## config.mk

```make
export PLATFORM = sky130hd
export DESIGN_NAME = ddr3_cmd_timer
export DESIGN_NICKNAME = d
export VERILOG_FILES = /design/src/rtl/ddr3_cmd_timer_pkg.sv /design/src/rtl/ddr3_refresh_timer.sv /design/src/rtl/ddr3_cmd_timer.sv
export SDC_FILE = /design/constraint.sdc
export NUM_CORES = 1
export LEC_CHECK = 0
export CAP_MARGIN = 20
export CORE_ASPECT_RATIO = 0.9
export CORE_MARGIN = 2
export CORE_UTILIZATION = 52
export DETAILED_ROUTE_END_ITERATION = 12
export PLACE_DENSITY = 0.82
export SYNTH_ARGS = -nofsm -noshare
export SYNTH_HDL_FRONTEND = slang
export SYNTH_SLANG_ARGS = --single-unit
```

## constraint.sdc

```tcl
create_clock -name clock -period 4.07 [get_ports clock]
set_clock_uncertainty 0.2 [all_clocks]
set_input_delay 0.6105 -clock clock [delete_from_list [all_inputs] [get_ports clock]]
set_output_delay 0.6105 -clock clock [all_outputs]
set_load 0.05 [all_outputs]
```

## src/rtl/ddr3_cmd_timer_pkg.sv

```systemverilog
// Shared DDR3 command codes and timing helpers for the command gate.
// Command codes are the {ras_n,cas_n,we_n} pin encoding.
package ddr3_cmd_timer_pkg;

    typedef enum logic [2:0] {
        CMD_MODE = 3'b000,
        CMD_REFR = 3'b001,
        CMD_PREC = 3'b010,
        CMD_ACTV = 3'b011,
        CMD_WRIT = 3'b100,
        CMD_READ = 3'b101,
        CMD_ZQCL = 3'b110,
        CMD_NOOP = 3'b111
    } cmd_e;

    localparam int BURST_CYC = 4;

    // ceil(ns * MHz / 1000), never below one cycle
    function automatic int ns2cyc(input int ns, input int mhz);
        int c;
        c = (ns * mhz + 999) / 1000;
        return (c < 1) ? 1 : c;
    endfunction

    function automatic int max2(input int a, input int b);
        return (a > b) ? a : b;
    endfunction

endpackage

```

## src/rtl/ddr3_refresh_timer.sv

```systemverilog
// tREFI interval timer with postponed-refresh accounting.
// Overrun is sticky until reset.
module ddr3_refresh_timer
    import ddr3_cmd_timer_pkg::*;
#(
    parameter int TREFI_CYC    = 780,
    parameter int REF_POSTPONE = 8
) (
    input  logic clock,
    input  logic reset,
    input  logic refresh_en_i,
    input  logic ref_acc_i,
    output logic ref_pend_o,
    output logic ref_err_o
);

    localparam int CNT_W  = $clog2(TREFI_CYC + 1);
    localparam int PEND_W = $clog2(REF_POSTPONE + 1);

    localparam logic [CNT_W-1:0]  RELOAD   = CNT_W'(TREFI_CYC - 1);
    localparam logic [PEND_W-1:0] PEND_MAX = PEND_W'(REF_POSTPONE);

    logic [CNT_W-1:0]  cnt;
    logic [PEND_W-1:0] pending;
    logic              expire;

    assign expire     = refresh_en_i && (cnt == '0);
    assign ref_pend_o = (pending != '0);

    always_ff @(posedge clock or posedge reset) begin
        if (reset) begin
            cnt <= RELOAD;
        end else if (refresh_en_i) begin
            cnt <= expire ? RELOAD : cnt - CNT_W'(1);
        end
    end

    // Simultaneous expiry and REFR accept cancel out
    always_ff @(posedge clock or posedge reset) begin
        if (reset) begin
            pending   <= '0;
            ref_err_o <= 1'b0;
        end else if (expire && !ref_acc_i) begin
            if (pending == PEND_MAX) begin
                ref_err_o <= 1'b1;
            end else begin
                pending <= pending + PEND_W'(1);
            end
        end else if (ref_acc_i && !expire && pending != '0) begin
            pending <= pending - PEND_W'(1);
        end
    end

endmodule

```

## src/rtl/ddr3_cmd_timer.sv

```systemverilog
// DDR3 inter-command timing gate between the command FSM and the DFI bus.
// Holds off ddl_rdy_o until bank/device timing allows the presented command.
module ddr3_cmd_timer
    import ddr3_cmd_timer_pkg::*;
#(
    parameter int DDR_FREQ_MHZ = 100,
    parameter int DDR_ROW_BITS = 13,
    parameter int TRCD_NS      = 14,
    parameter int TRP_NS       = 14,
    parameter int TRAS_NS      = 35,
    parameter int TWR_NS       = 15,
    parameter int TRTP_NS      = 8,
    parameter int TRFC_NS      = 110,
    parameter int TREFI_NS     = 7800,
    parameter int CWL          = 5,
    parameter int TMOD         = 12,
    parameter int TZQINIT      = 512,
    parameter int REF_POSTPONE = 8
) (
    input  logic                    clock,
    input  logic                    reset,
    input  logic                    refresh_en_i,
    input  logic                    ddl_req_i,
    input  logic                    ddl_seq_i,
    output logic                    ddl_rdy_o,
    output logic                    ddl_ref_o,
    input  logic [2:0]              ddl_cmd_i,
    input  logic [2:0]              ddl_ba_i,
    input  logic [DDR_ROW_BITS-1:0] ddl_adr_i,
    output logic [2:0]              dfi_cmd_o,
    output logic [2:0]              dfi_ba_o,
    output logic [DDR_ROW_BITS-1:0] dfi_adr_o,
    output logic                    ref_err_o
);

    localparam int T_RCD  = ns2cyc(TRCD_NS, DDR_FREQ_MHZ);
    localparam int T_RP   = ns2cyc(TRP_NS, DDR_FREQ_MHZ);
    localparam int T_RAS  = ns2cyc(TRAS_NS, DDR_FREQ_MHZ);
    localparam int T_WR   = ns2cyc(TWR_NS, DDR_FREQ_MHZ);
    localparam int T_RTP  = ns2cyc(TRTP_NS, DDR_FREQ_MHZ);
    localparam int T_RFC  = ns2cyc(TRFC_NS, DDR_FREQ_MHZ);
    localparam int T_REFI = ns2cyc(TREFI_NS, DDR_FREQ_MHZ);

    localparam int D_RD   = BURST_CYC;
    localparam int D_WR   = BURST_CYC;
    localparam int D_RDAP = max2(BURST_CYC, T_RTP) + T_RP;
    localparam int D_WRAP = CWL + BURST_CYC + T_WR + T_RP;

    localparam int D_MAX = max2(max2(max2(T_RCD, T_RP), max2(T_RFC, TMOD)),
                                max2(max2(D_RDAP, D_WRAP), TZQINIT));

    localparam int DLY_W = $clog2(D_MAX + 1);
    localparam int RAS_W = $clog2(T_RAS + 1);

    localparam logic [RAS_W-1:0] RAS_LOAD = RAS_W'(T_RAS - 1);

    cmd_e             cmd;
    logic [DLY_W-1:0] delay;
    logic [DLY_W-1:0] dly_load;
    logic [RAS_W-1:0] ras;
    logic             ap;
    logic             pclass;
    logic             accept;
    logic             ref_acc;
    logic             unused_seq;

    assign cmd        = cmd_e'(ddl_cmd_i);
    assign ap         = ddl_adr_i[10];
    assign unused_seq = ddl_seq_i;

    // Anything that closes the row must also respect tRAS
    assign pclass = (cmd == CMD_PREC)
                 || (((cmd == CMD_READ) || (cmd == CMD_WRIT)) && ap);

    assign ddl_rdy_o = (delay == '0) && ((ras == '0) || !pclass);
    assign accept    = ddl_req_i && ddl_rdy_o && (cmd != CMD_NOOP);
    assign ref_acc   = accept && (cmd == CMD_REFR);

    always_comb begin
        dly_load = '0;
        unique case (cmd)
            CMD_ACTV: dly_load = DLY_W'(T_RCD - 1);
            CMD_READ: dly_load = ap ? DLY_W'(D_RDAP - 1) : DLY_W'(D_RD - 1);
            CMD_WRIT: dly_load = ap ? DLY_W'(D_WRAP - 1) : DLY_W'(D_WR - 1);
            CMD_PREC: dly_load = DLY_W'(T_RP - 1);
            CMD_REFR: dly_load = DLY_W'(T_RFC - 1);
            CMD_MODE: dly_load = DLY_W'(TMOD - 1);
            CMD_ZQCL: dly_load = DLY_W'(TZQINIT - 1);
            CMD_NOOP: dly_load = '0;
        endcase
    end

    always_ff @(posedge clock or posedge reset) begin
        if (reset) begin
            delay <= '0;
        end else if (accept) begin
            delay <= dly_load;
        end else if (delay != '0) begin
            delay <= delay - DLY_W'(1);
        end
    end

    always_ff @(posedge clock or posedge reset) begin
        if (reset) begin
            ras <= '0;
        end else if (accept && cmd == CMD_ACTV) begin
            ras <= RAS_LOAD;
        end else if (ras != '0) begin
            ras <= ras - RAS_W'(1);
        end
    end

    always_ff @(posedge clock or posedge reset) begin
        if (reset) begin
            dfi_cmd_o <= CMD_NOOP;
            dfi_ba_o  <= '0;
            dfi_adr_o <= '0;
        end else begin
            dfi_cmd_o <= accept ? ddl_cmd_i : CMD_NOOP;
            if (accept) begin
                dfi_ba_o  <= ddl_ba_i;
                dfi_adr_o <= ddl_adr_i;
            end
        end
    end

    ddr3_refresh_timer #(
        .TREFI_CYC    (T_REFI),
        .REF_POSTPONE (REF_POSTPONE)
    ) u_refresh (
        .clock        (clock),
        .reset        (reset),
        .refresh_en_i (refresh_en_i),
        .ref_acc_i    (ref_acc),
        .ref_pend_o   (ddl_ref_o),
        .ref_err_o    (ref_err_o)
    );

endmodule

```

Yosys cells after proc, flatten, opt, wreduce, memory -nomap -nowiden
Index checks and enable logic that the tools add are counted.
{"block": "op_classes", "add_sub_neg": 5, "n_eq_ne": 10, "muxes": 12, "reduce_logical": 29}
{"cell": "$pmux 10 s7", "count": 1}
{"cell": "$mux 10", "count": 3}
{"cell": "$logic_not 10->1", "count": 2}
{"cell": "$sub 10x1->10 const B", "count": 2}
{"cell": "$mux 4", "count": 4}
{"cell": "$eq 3x3->1 const B", "count": 4}
{"cell": "$mux 3", "count": 4}
{"cell": "$logic_and 1x1->1", "count": 10}
{"cell": "$reduce_bool 10->1", "count": 1}
{"cell": "$eq 3x2->1 const B", "count": 2}
{"cell": "$logic_not 3->1", "count": 2}
{"cell": "$reduce_bool 2->1", "count": 3}
{"cell": "$add 4x1->4 const B", "count": 1}
{"cell": "$eq 4x4->1 const B", "count": 1}
{"cell": "$reduce_and 2->1", "count": 2}
{"cell": "$reduce_bool 4->1", "count": 1}
{"cell": "$sub 4x1->4 const B", "count": 1}
{"cell": "$eq 3x1->1 const B", "count": 1}
{"cell": "$logic_not 1->1", "count": 3}
{"cell": "$logic_or 1x1->1", "count": 3}
{"cell": "$ne 3x3->1 const B", "count": 1}
{"cell": "$reduce_bool 3->1", "count": 1}
{"cell": "$sub 3x1->3 const B", "count": 1}
{"cell": "$ne 2x2->1 const B", "count": 1}
{"cell": "$reduce_or 2->1", "count": 1}
{"block": "word_totals", "inputBits": 24, "wordCells": 64, "regBits": 47}

Longest topological paths before layout
Gate-level depths: netlist (run 1).
{"block": "depth", "word_depth": 14, "depth_mapped": 12, "mapped_depth_nobuf": 11}

By module
A second synthesis (run 1) with hierarchy kept.
{"block": "hier_totals", "cells_unflattened": 232, "area_unflattened_um2": 2588.7}
{"mod": "ddr3_cmd_timer", "cells_each": 133, "seq_area_each_um2": 804.5, "instances": 1, "area_per_inst_um2": 1616.6}
{"mod": "ddr3_refresh_timer", "cells_each": 99, "seq_area_each_um2": 381.6, "instances": 1, "area_per_inst_um2": 972.2}

Worst setup path after synthesis (run 1)
OpenSTA, ideal clock, no wires.
{"block": "synth_path", "path_type": "register to register", "start": "register u_refresh.cnt[3]", "end": "register u_refresh.pending[3]", "required_time_ps": 3791, "path_stages_with_launch": 11, "path_slack_ps": 1122, "n_path_buf": 1, "t_arrival_ps": 2669, "cell_sequence": "dfstp_2 -> or4_1 -> buf_2 -> nor4b_4 -> nand2_1 -> ha_1 -> a21o_1 -> a21oi_1 -> nand2_1 -> o32ai_1 -> xor2_1"}
{"block": "synth_via", "elab_chain_len": 7, "elab_cells_between_ends": 10, "cone_classes": "1 x eq/ne; 1 x mux; 8 x reduce/logical"}
{"item": "from (decl)", "line_no": "ddr3_refresh_timer.sv:23", "rtl": "logic [CNT_W-1:0] cnt;"}
{"item": "from (signal assigned)", "line_no": "ddr3_refresh_timer.sv:34", "rtl": "cnt <= expire ? RELOAD : cnt - CNT_W'(1);"}
{"item": "$logic_not 10->1 (*)", "line_no": "ddr3_refresh_timer.sv:27", "rtl": "assign expire = refresh_en_i && (cnt == '0);"}
{"item": "$logic_and 1x1->1 (*)", "line_no": "ddr3_refresh_timer.sv:27"}
{"item": "$logic_not 1->1", "line_no": "ddr3_refresh_timer.sv:49", "rtl": "end else if (ref_acc_i && !expire && pending != '0) begin"}
{"item": "$logic_and 1x1->1 (2 in series)", "line_no": "ddr3_refresh_timer.sv:49"}
{"item": "$reduce_bool 2->1 (no line)"}
{"item": "$reduce_and 2->1 (no line)"}
{"item": "to (signal assigned)", "line_no": "ddr3_refresh_timer.sv:47", "rtl": "pending <= pending + PEND_W'(1);"}
{"item": "to (signal assigned)", "line_no": "ddr3_refresh_timer.sv:50", "rtl": "pending <= pending - PEND_W'(1);"}
{"item": "to (decl)", "line_no": "ddr3_refresh_timer.sv:24", "rtl": "logic [PEND_W-1:0] pending;"}
Every way passes the cells marked *; elsewhere a longest branch is shown, timed or not.
A chain may end at the register's enable or synchronous reset.

Worst setup path after layout (run 1)
{"block": "layout_path", "start": "input ddl_cmd_i[1]", "end": "output ddl_rdy_o"}
{"block": "layout_via", "elab_chain_len": 7, "elab_cells_between_ends": 9, "cone_classes": "3 x eq/ne; 6 x reduce/logical"}
{"item": "from (decl)", "line_no": "ddr3_cmd_timer.sv:27", "rtl": "input logic [2:0] ddl_cmd_i,"}
{"item": "$eq 3x3->1", "line_no": "ddr3_cmd_timer.sv:73", "rtl": "|| (((cmd == CMD_READ) || (cmd == CMD_WRIT)) && ap);"}
{"item": "$logic_or 1x1->1", "line_no": "ddr3_cmd_timer.sv:73"}
{"item": "$logic_and 1x1->1", "line_no": "ddr3_cmd_timer.sv:73"}
{"item": "$logic_or 1x1->1 (*)", "line_no": "ddr3_cmd_timer.sv:73"}
{"item": "$logic_not 1->1 (*)", "line_no": "ddr3_cmd_timer.sv:75", "rtl": "assign ddl_rdy_o = (delay == '0) && ((ras == '0) || !pclass);"}
{"item": "$logic_or 1x1->1 (*)", "line_no": "ddr3_cmd_timer.sv:75"}
{"item": "$logic_and 1x1->1 (*)", "line_no": "ddr3_cmd_timer.sv:75"}
{"item": "to (decl)", "line_no": "ddr3_cmd_timer.sv:25", "rtl": "output logic ddl_rdy_o,"}
Marks and branches as above.

==> results.md, run 1 <==
Synthesis:
- The flip-flop cell with the highest count after synthesis is dfrtp_1.
- The register bit count reported by yosys is 47.
- The number of nets handed over by synthesis was 243.
- Of the post-synthesis cell area, the dominant cell type holds 0.406.
- The number of unique standard cell types used by synthesis is 48.
- The post-synthesis sequential area ratio is 0.494.
- The proportion of synthesized flip-flops having asynchronous set or reset is 1.00.
- The mean instance size in the synthesized netlist is 11.4 sq um.
- Of all cell types, the one taking the most synthesized area is dfrtp_1.
- The count of warnings emitted by yosys is 0.
- In the post-synthesis netlist, the biggest area contributors are dfrtp_1 (41%), dfstp_2 (8.8%), mux2_2 (6.1%).
- The synthesized instance count is 211.
- In this run, synthesis inferred 0 flip-flops with an integrated enable.
- The mapped cell area is 2400 sq um.

Clock tree:
- The buffer count from post-CTS setup fixing is 0.
- The post-cts sizing count is 0.
- The count of hold buffers inserted by post-cts repair is 0.
- TritonCTS built the clock tree.
- The register clock-pin slew on the reported worst setup and hold paths is 0.10 ns.
- The worst-case clock buffer depth is 2.
- The maximum level of the CTS H-tree is 2.
- The clock drives 47 sinks.
- The tree is rooted in a clkbuf_8.
- The clock latency on the worst-skew pair is 0.31 ns.
- Counting the buffers created by CTS gives 5.

Drt:
- The initial detailed-routing violation count is 73.
- The number of detailed-routing iterations run before antenna repair is 4.
- The detailed router placed 1707 vias in this run.
- The via density per instance is 5.28.
- Wires add up to 4540 um.
- The residual DRC count is 0.
- After detailed routing, the average wire length per cell comes to 14.1 um.
- The detail route stage leaves a number of antenna-violating nets equal to 0.

Layout:
- After the last flow step, the layout net total stands at 292.
- Of the cells placed in the final design, the portion with a size suffix greater than 1 is 0.203.
- With fillers left out, the area of the finished cells amounts to 3040 sq um.
- The library cell used most frequently in the layout, excluding fill and tap cells, is clkdlybuf4s50_1.
- The area growth from synthesis to final layout is 26.5%.
- The utilization after layout is 0.681.
- The library cells used most frequently in the layout, excluding fill and tap cells, are clkdlybuf4s50_1 (44), dfrtp_1 (39), nand2_1 (15), mux2_2 (13).
- Leaving out filler cells and counting taps, the final layout contains 323.
- The number of diodes is 0.

Timing:
- The setup TNS after final layout is 0 ns.
- The time the final worst path needs with I/O delays and setup is 3.57 ns.
- Setup repair after global routing left no endpoint under its margin.
- Setup violations remaining at the end of the flow were counted as 0.
- For the pin with the worst max-slew slack, the measured transition is 0.657 ns.
- In this run the tightest slew margin relative to its limit is 0.558.
- The peak clock frequency supported by timing is 280 MHz.
- The final-report hold violation count is 0.
- The post-route clock period utilization is 0.877.
- The final count of pins violating max slew came to 0.

Pwr:
- The maximum vdd drop is 0.000209 V.
- The share of total power dissipated in sequential elements is 0.477.
- Of the total power, the share spent switching nets is 0.317.
- Summed over all nets, the switching power comes to 408 uW.
- Of the total power, combinational logic draws 0.249.
- The share of power burned in the clock network is 0.274.
- The reported leakage power is 0.00135 uW.
- The power density of the placed cells is 424 nW/um^2.
- The internal portion of the total power is 881 uW.

Setup path:
- The kind of cell with the highest combined delay along the critical path is buffers and inverters.
- The origin of the worst setup path is ddl_cmd_i[1].
- The start-to-end type of the worst setup path is in2out.
- The reg-to-reg setup timing slack is 0.88 ns.
- Measured in cells, the most critical reg-to-reg path has a length of 11.
- STA classifies the critical path startpoint as an input pin.
- The cell depth of the worst setup path is 5.
- For the worst setup path, the data arrival time is 2.76 ns.
- The cell occurring most often along the worst timing path is clkdlybuf4s50_1.
- The endpoint of the most critical register-to-register path is u_refresh.pending[3].
- The maximum net fanout on the critical path is 12.
- The library cell contributing the largest single delay on the critical path is clkdlybuf4s50_1.
- The required arrival time at the worst endpoint is 3.26 ns.
- The most critical setup path has its endpoint at ddl_rdy_o.
- Traced cell by cell, the critical path runs through clkdlybuf4s50_1 > and3b_1 > o21ai_1 > and2_1 > clkdlybuf4s50_1.
- The launch point of the worst reg-to-reg path is delay[4].
- The delay of the slowest critical-path stage is 0.81 ns.
- STA classifies the critical path endpoint as an output port.
- The critical path contains buffers and inverters numbering 2 combined.

Die:
- The area of the core is 4460 sq um.
- The height of the die is 68.5 um.
- The initial utilization of the core area, before any placement, comes to 0.538.
- The horizontal die dimension is 75.6 um.
- The die covers 5180 sq um.
- The top-level port count is 46.
- The row count is 23.

Status:
- The run finished with clean final reports.

Placed design:
- Buffers placed on the I/O ports in this run total 44.
- After detailed placement, the design holds a cell count of 314.
- The global placer's final weighted congestion is 0.814.
- Detailed placement ended at an HPWL of 3280 um.
- After detailed placement, the total cell area comes to 2900 sq um.

GRT:
- The initial antenna violation count is 0.
- The total global-route track usage is 0.191.
- The total global routing overflow is 0.
- The maximum number of pins on one net before global-route repair is 31.
- The number of global-route vias before repair is 1621.
- The first global-routing pass estimated 7370 um of wire.

Worst hold path:
- The class of the tightest hold or removal check is in2async.

Job:
- Across the run, the number of max-cap violations was 0.
## power by group through the flow
stage          combinational [uW]  clock, uW  sequential (uW)
4_1_cts                       322        358              615
3_3_place_gp                  306          0              620
6_report                      321        352              615
5_1_grt                       353        379              626
3_5_place_dp                  318          0              623
2_1_floorplan                 238          0              608
## logic make-up (layout without fill, tap and decap cells)
family	Yosys count	after routing	synth area share
flops	47	47	0.494
compound gates	33	33	0.0922
xor+xnor	14	14	0.0511
simple gates	74	74	0.182
buf+inv	15	65	0.0333
mux	20	20	0.103
fa+ha+maj	8	8	0.0448
## stage by stage
stage                     setup slack (ns)  hold slack, ns  power, uW
after global routing                 0.359           0.303       1360
after CTS                            0.502           0.288       1290
after global placement               0.513           0.262        925
after floorplan                       1.12           0.257        847
after detailed placement             0.511           0.266        942
final                                0.503           0.269       1290
## state kept, by name, summed over array words and instances (netlist names)
name,cells
dfi_adr_o,13
delay,10
dfi_ba_o,3
u_refresh.cnt,10
u_refresh.pending,4
dfi_cmd_o,3
ras,3
u_refresh.ref_err_o,1
## area by class of cell
| cell class | instances | area, sq um |
|---|---|---|
| inverters | 7 | 26.3 |
| clock inverters | 3 | 46.3 |
| repair buffers | 50 | 498 |
| multi-input cells | 149 | 1130 |
| well taps | 62 | 77.6 |
| fillers | 345 | 1420 |
| flip-flops and latches | 47 | 1190 |
| clock buffers | 5 | 68.8 |
## how the worst min path moves through the flow
stage | start | end | depth (start not counted)
after CTS | u_refresh.ref_err_o | u_refresh.ref_err_o | 1
after global routing | reset | dfi_adr_o[2] | 2
after floorplan | u_refresh.pending[3] | u_refresh.pending[3] | 1
final | reset | dfi_adr_o[12] | 2
after detailed placement | u_refresh.ref_err_o | u_refresh.ref_err_o | 1
after global placement | u_refresh.ref_err_o | u_refresh.ref_err_o | 1
## cells in the mapped netlist (2+ instances only)
cell / number
ha_1: 7
a21oi_1: 7
xor2_1: 4
o32ai_1: 2
clkbuf_1: 4
nor3b_1: 2
nor2b_1: 4
a31oi_1: 2
nor2_1: 10
nand3_1: 8
xnor2_1: 10
nor4bb_1: 2
or3_2: 2
or4_1: 4
nand4_1: 2
mux2_2: 13
nand2b_1: 2
dfrtp_1: 39
nand2_1: 15
o21a_1: 2
mux2_4: 6
or2_2: 4
o21ai_0: 10
a21o_1: 2
and2_1: 2
inv_1: 7
dfstp_2: 8
nor3_1: 7
nor4_1: 3
buf_6: 3
## per-layer routing
metal / track usage / part of all wire / vias to the layer above
li1: - / - / 844
met1: 0.251 / 0.46 / 819
met2: 0.307 / 0.48 / 39
met3: 0.0486 / 0.049 / 5
met4: 0.0658 / 0.013 / 0
met5: 0 / 0 / -
Note: power is estimated with default switching activity, not from simulation.
==> inputs of run 2 (changes only) <==
clock period = 4 ns   (was 4.07 ns; I/O delays follow)
==> run 2 against run 1 <==
Design area is 1.2% lower; sequential share of layout area rose by 0.47 points; via count is 1.3% higher; non-clock buffer count shrank 1; register-to-register slack got worse by 0.07 ns; worst hold slack better by 0.013 ns; flip-flop and latch count stayed put; highest routed layer unchanged.
==> results.md, run 2 (synthesis results as in run 1) <==
Die:
- The height of the die is 68.5 um (unchanged).
- The starting utilization of the core area came to 0.538 (unchanged).
- The area of the die is 5180 sq um (unchanged).
- The area of the core is 4460 sq um (unchanged).
- The horizontal die dimension is 75.6 um (unchanged).
- The top-level port count is 46 (unchanged).
- The row count was 23 (unchanged).

Placed design:
- The HPWL after detailed placement is 3430 um (+4.7%).
- The port buffer count was 44 (unchanged).
- The global placer's final weighted congestion came to 0.811 (-0.37%).

Drt:
- The residual DRC count is 0 (unchanged).
- The routed length per instance is 14.3 um (+1.4%).
- The initial detailed-routing violation count was 71 (-2.7%).
- The vias after detailed routing is 1729 (+1.3%).
- The via density per instance is 5.37 (+1.6%).
- The number of nets with antenna violations after detailed routing is 0 (unchanged).
- The number of detailed-routing iterations run before antenna repair was 4 (unchanged).
- The total wire length after detailed routing was 4590 um (+1.1%).

Layout:
- The area growth from synthesis to final layout is 25.0%.
- The library cell used most frequently in the layout, excluding fill and tap cells, is clkdlybuf4s50_1.
- The number of flip-flops under the largest register name came to 13 (unchanged).
- The utilization after layout is 0.673 (-0.00814).
- The number of diodes is 0 (unchanged).
- The largest registers in the layout are dfi_adr_o (13), delay (10), u_refresh.cnt (10).
- The fraction of layout instances using a drive strength above 1 came to 0.200 (-0.00307).
- In the layout the commonest cells are clkdlybuf4s50_1 (44), dfrtp_1 (39), nand2_1 (15), mux2_2 (13).
- The number of nets at the end of the flow is 291 (-0.34%).
- The register with the most flip-flops in the final layout is dfi_adr_o.

Timing:
- Setup repair after global routing left no endpoint under its margin.
- The final count of pins violating max slew is 0 (unchanged).
- The final-report hold violation count is 0 (unchanged).
- The clock period could shrink to 3.57 ns.
- The worst-case headroom to the max-slew limit is 0.555 (-0.00329).
- The peak clock frequency supported by timing is 280 MHz.
- The number of endpoints failing setup at the final stage is 0 (unchanged).
- The worst slack on hold paths is 0.282 ns (+0.0130 ns).
- The setup TNS after final layout came to 0 ns (unchanged).
- Dividing the final minimum period by the clock period gives 0.893.
- The transition time at the pin with the least slew margin is 0.662 ns (+0.00489 ns).

Clock tree:
- The clock sink count was 47 (unchanged).
- The clock tree from TritonCTS is yes.
- The maximum level of the CTS H-tree is 2 (unchanged).
- The buffer count from post-CTS setup fixing was 0 (unchanged).
- The post-cts sizing count is 0 (unchanged).
- The worst-case clock buffer depth was 2 (unchanged).
- The register clock-pin slew on the reported worst setup and hold paths is 0.09 ns (about the same).
- The TritonCTS buffer count was 5 (unchanged).
- The count of hold buffers inserted by post-cts repair was 0 (unchanged).
- The root buffer cell is clkbuf_8.
- The clock latency on the worst-skew pair is 0.30 ns (about the same).

GRT:
- The global-route wire length before repair is 7380 um (+0.19%).
- The initial antenna violation count is 0 (unchanged).
- The total global-route track usage is 0.194 (+0.00327).
- The maximum number of pins on one net before global-route repair was 36 (+16%).
- The total global routing overflow is 0 (unchanged).
- The number of global-route vias before repair is 1605 (-0.99%).

Setup path:
- The depth of the worst register-to-register path is 11 (unchanged).
- STA classifies the critical path endpoint as an output port.
- The kind of start point of the critical path is an input pin.
- The arrival time of data at the critical path endpoint is 2.77 ns (about the same).
- By startpoint and endpoint, the worst setup path is classified as in2out.
- The maximum net fanout on the critical path is 12 (unchanged).
- The required arrival time at the worst endpoint came to 3.20 ns (-0.06 ns).

Worst hold path:
- Counting instances, the worst hold path has a depth of 1.
- The class of the tightest hold or removal check is reg2reg.

Pwr:
- The power density of the placed cells came to 418 nW/um^2 (-1.5%).
- The reported leakage power came to 0.00133 uW (-1.2%).
- The maximum vdd drop came to 0.000189 V (-9.4%).

Job:
- The count of max-cap constraint violations is 0 (unchanged).

Status:
- The run finished with clean final reports.
[run 2: changes by cell type in the layout (fill, tap and decap cells not counted), sizes merged]
cell and change:
inv -1, clkbuf +1, clkinv +1, buf -1, bufinv -1
[run 2: through the flow]
step	std cells	power, uW	worst slack, ns	cell area, sq um
2_1_floorplan	211	861	1.05	2400
4_1_cts	322	1270	0.415	3000
5_1_grt	322	1340	0.310	3000
3_5_place_dp	314	958	0.424	2900
6_report	322	1250	0.429	3000
3_3_place_gp	314	942	0.453	2900
[run 2: worst paths after layout]
check / slack (ns) / startpoint / endpoint
worst max-delay path: 0.43 / ddl_cmd_i[1] / ddl_rdy_o
min in group asynchronous: 0.35 / reset / dfi_adr_o[6]
max in group asynchronous: 2.47 / reset / dfi_cmd_o[1]
worst max register to register: 0.81 / delay[4] / u_refresh.pending[3]
worst min register to register: 0.28 / u_refresh.ref_err_o / u_refresh.ref_err_o
worst min-delay path: 0.28 / u_refresh.ref_err_o / u_refresh.ref_err_o
[run 2: routing by layer]
metal	share of wire	track usage
met5	0	0
met4	0.0087	0.0526
met3	0.054	0.0619
met2	0.47	0.300
met1	0.47	0.263
[run 2: power breakdown]
| group | internal [uW] | total (uW) | leakage, uW | switching, uW |
|---|---|---|---|---|
| logic | 152 | 322 | 0.000694 | 171 |
| clock network | 141 | 305 | 0.0000474 | 164 |
| registers | 554 | 626 | 0.000588 | 71.6 |
[run 2: cell type report]
class | count | area [sq um]
fillers | 358 | 1460
multi-input cells | 149 | 1130
clock inverters | 2 | 16.3
flip-flops and latches | 47 | 1190
repair buffers | 49 | 478
well taps | 62 | 77.6
clock buffers | 6 | 82.6
inverters | 7 | 26.3
[run 2: critical path, cell delays in order]
cell	delay [ns]
clkdlybuf4s50_1	0.66
and3b_1	0.22
o21ai_1	0.25
and2_1	0.23
clkdlybuf4s50_1	0.81
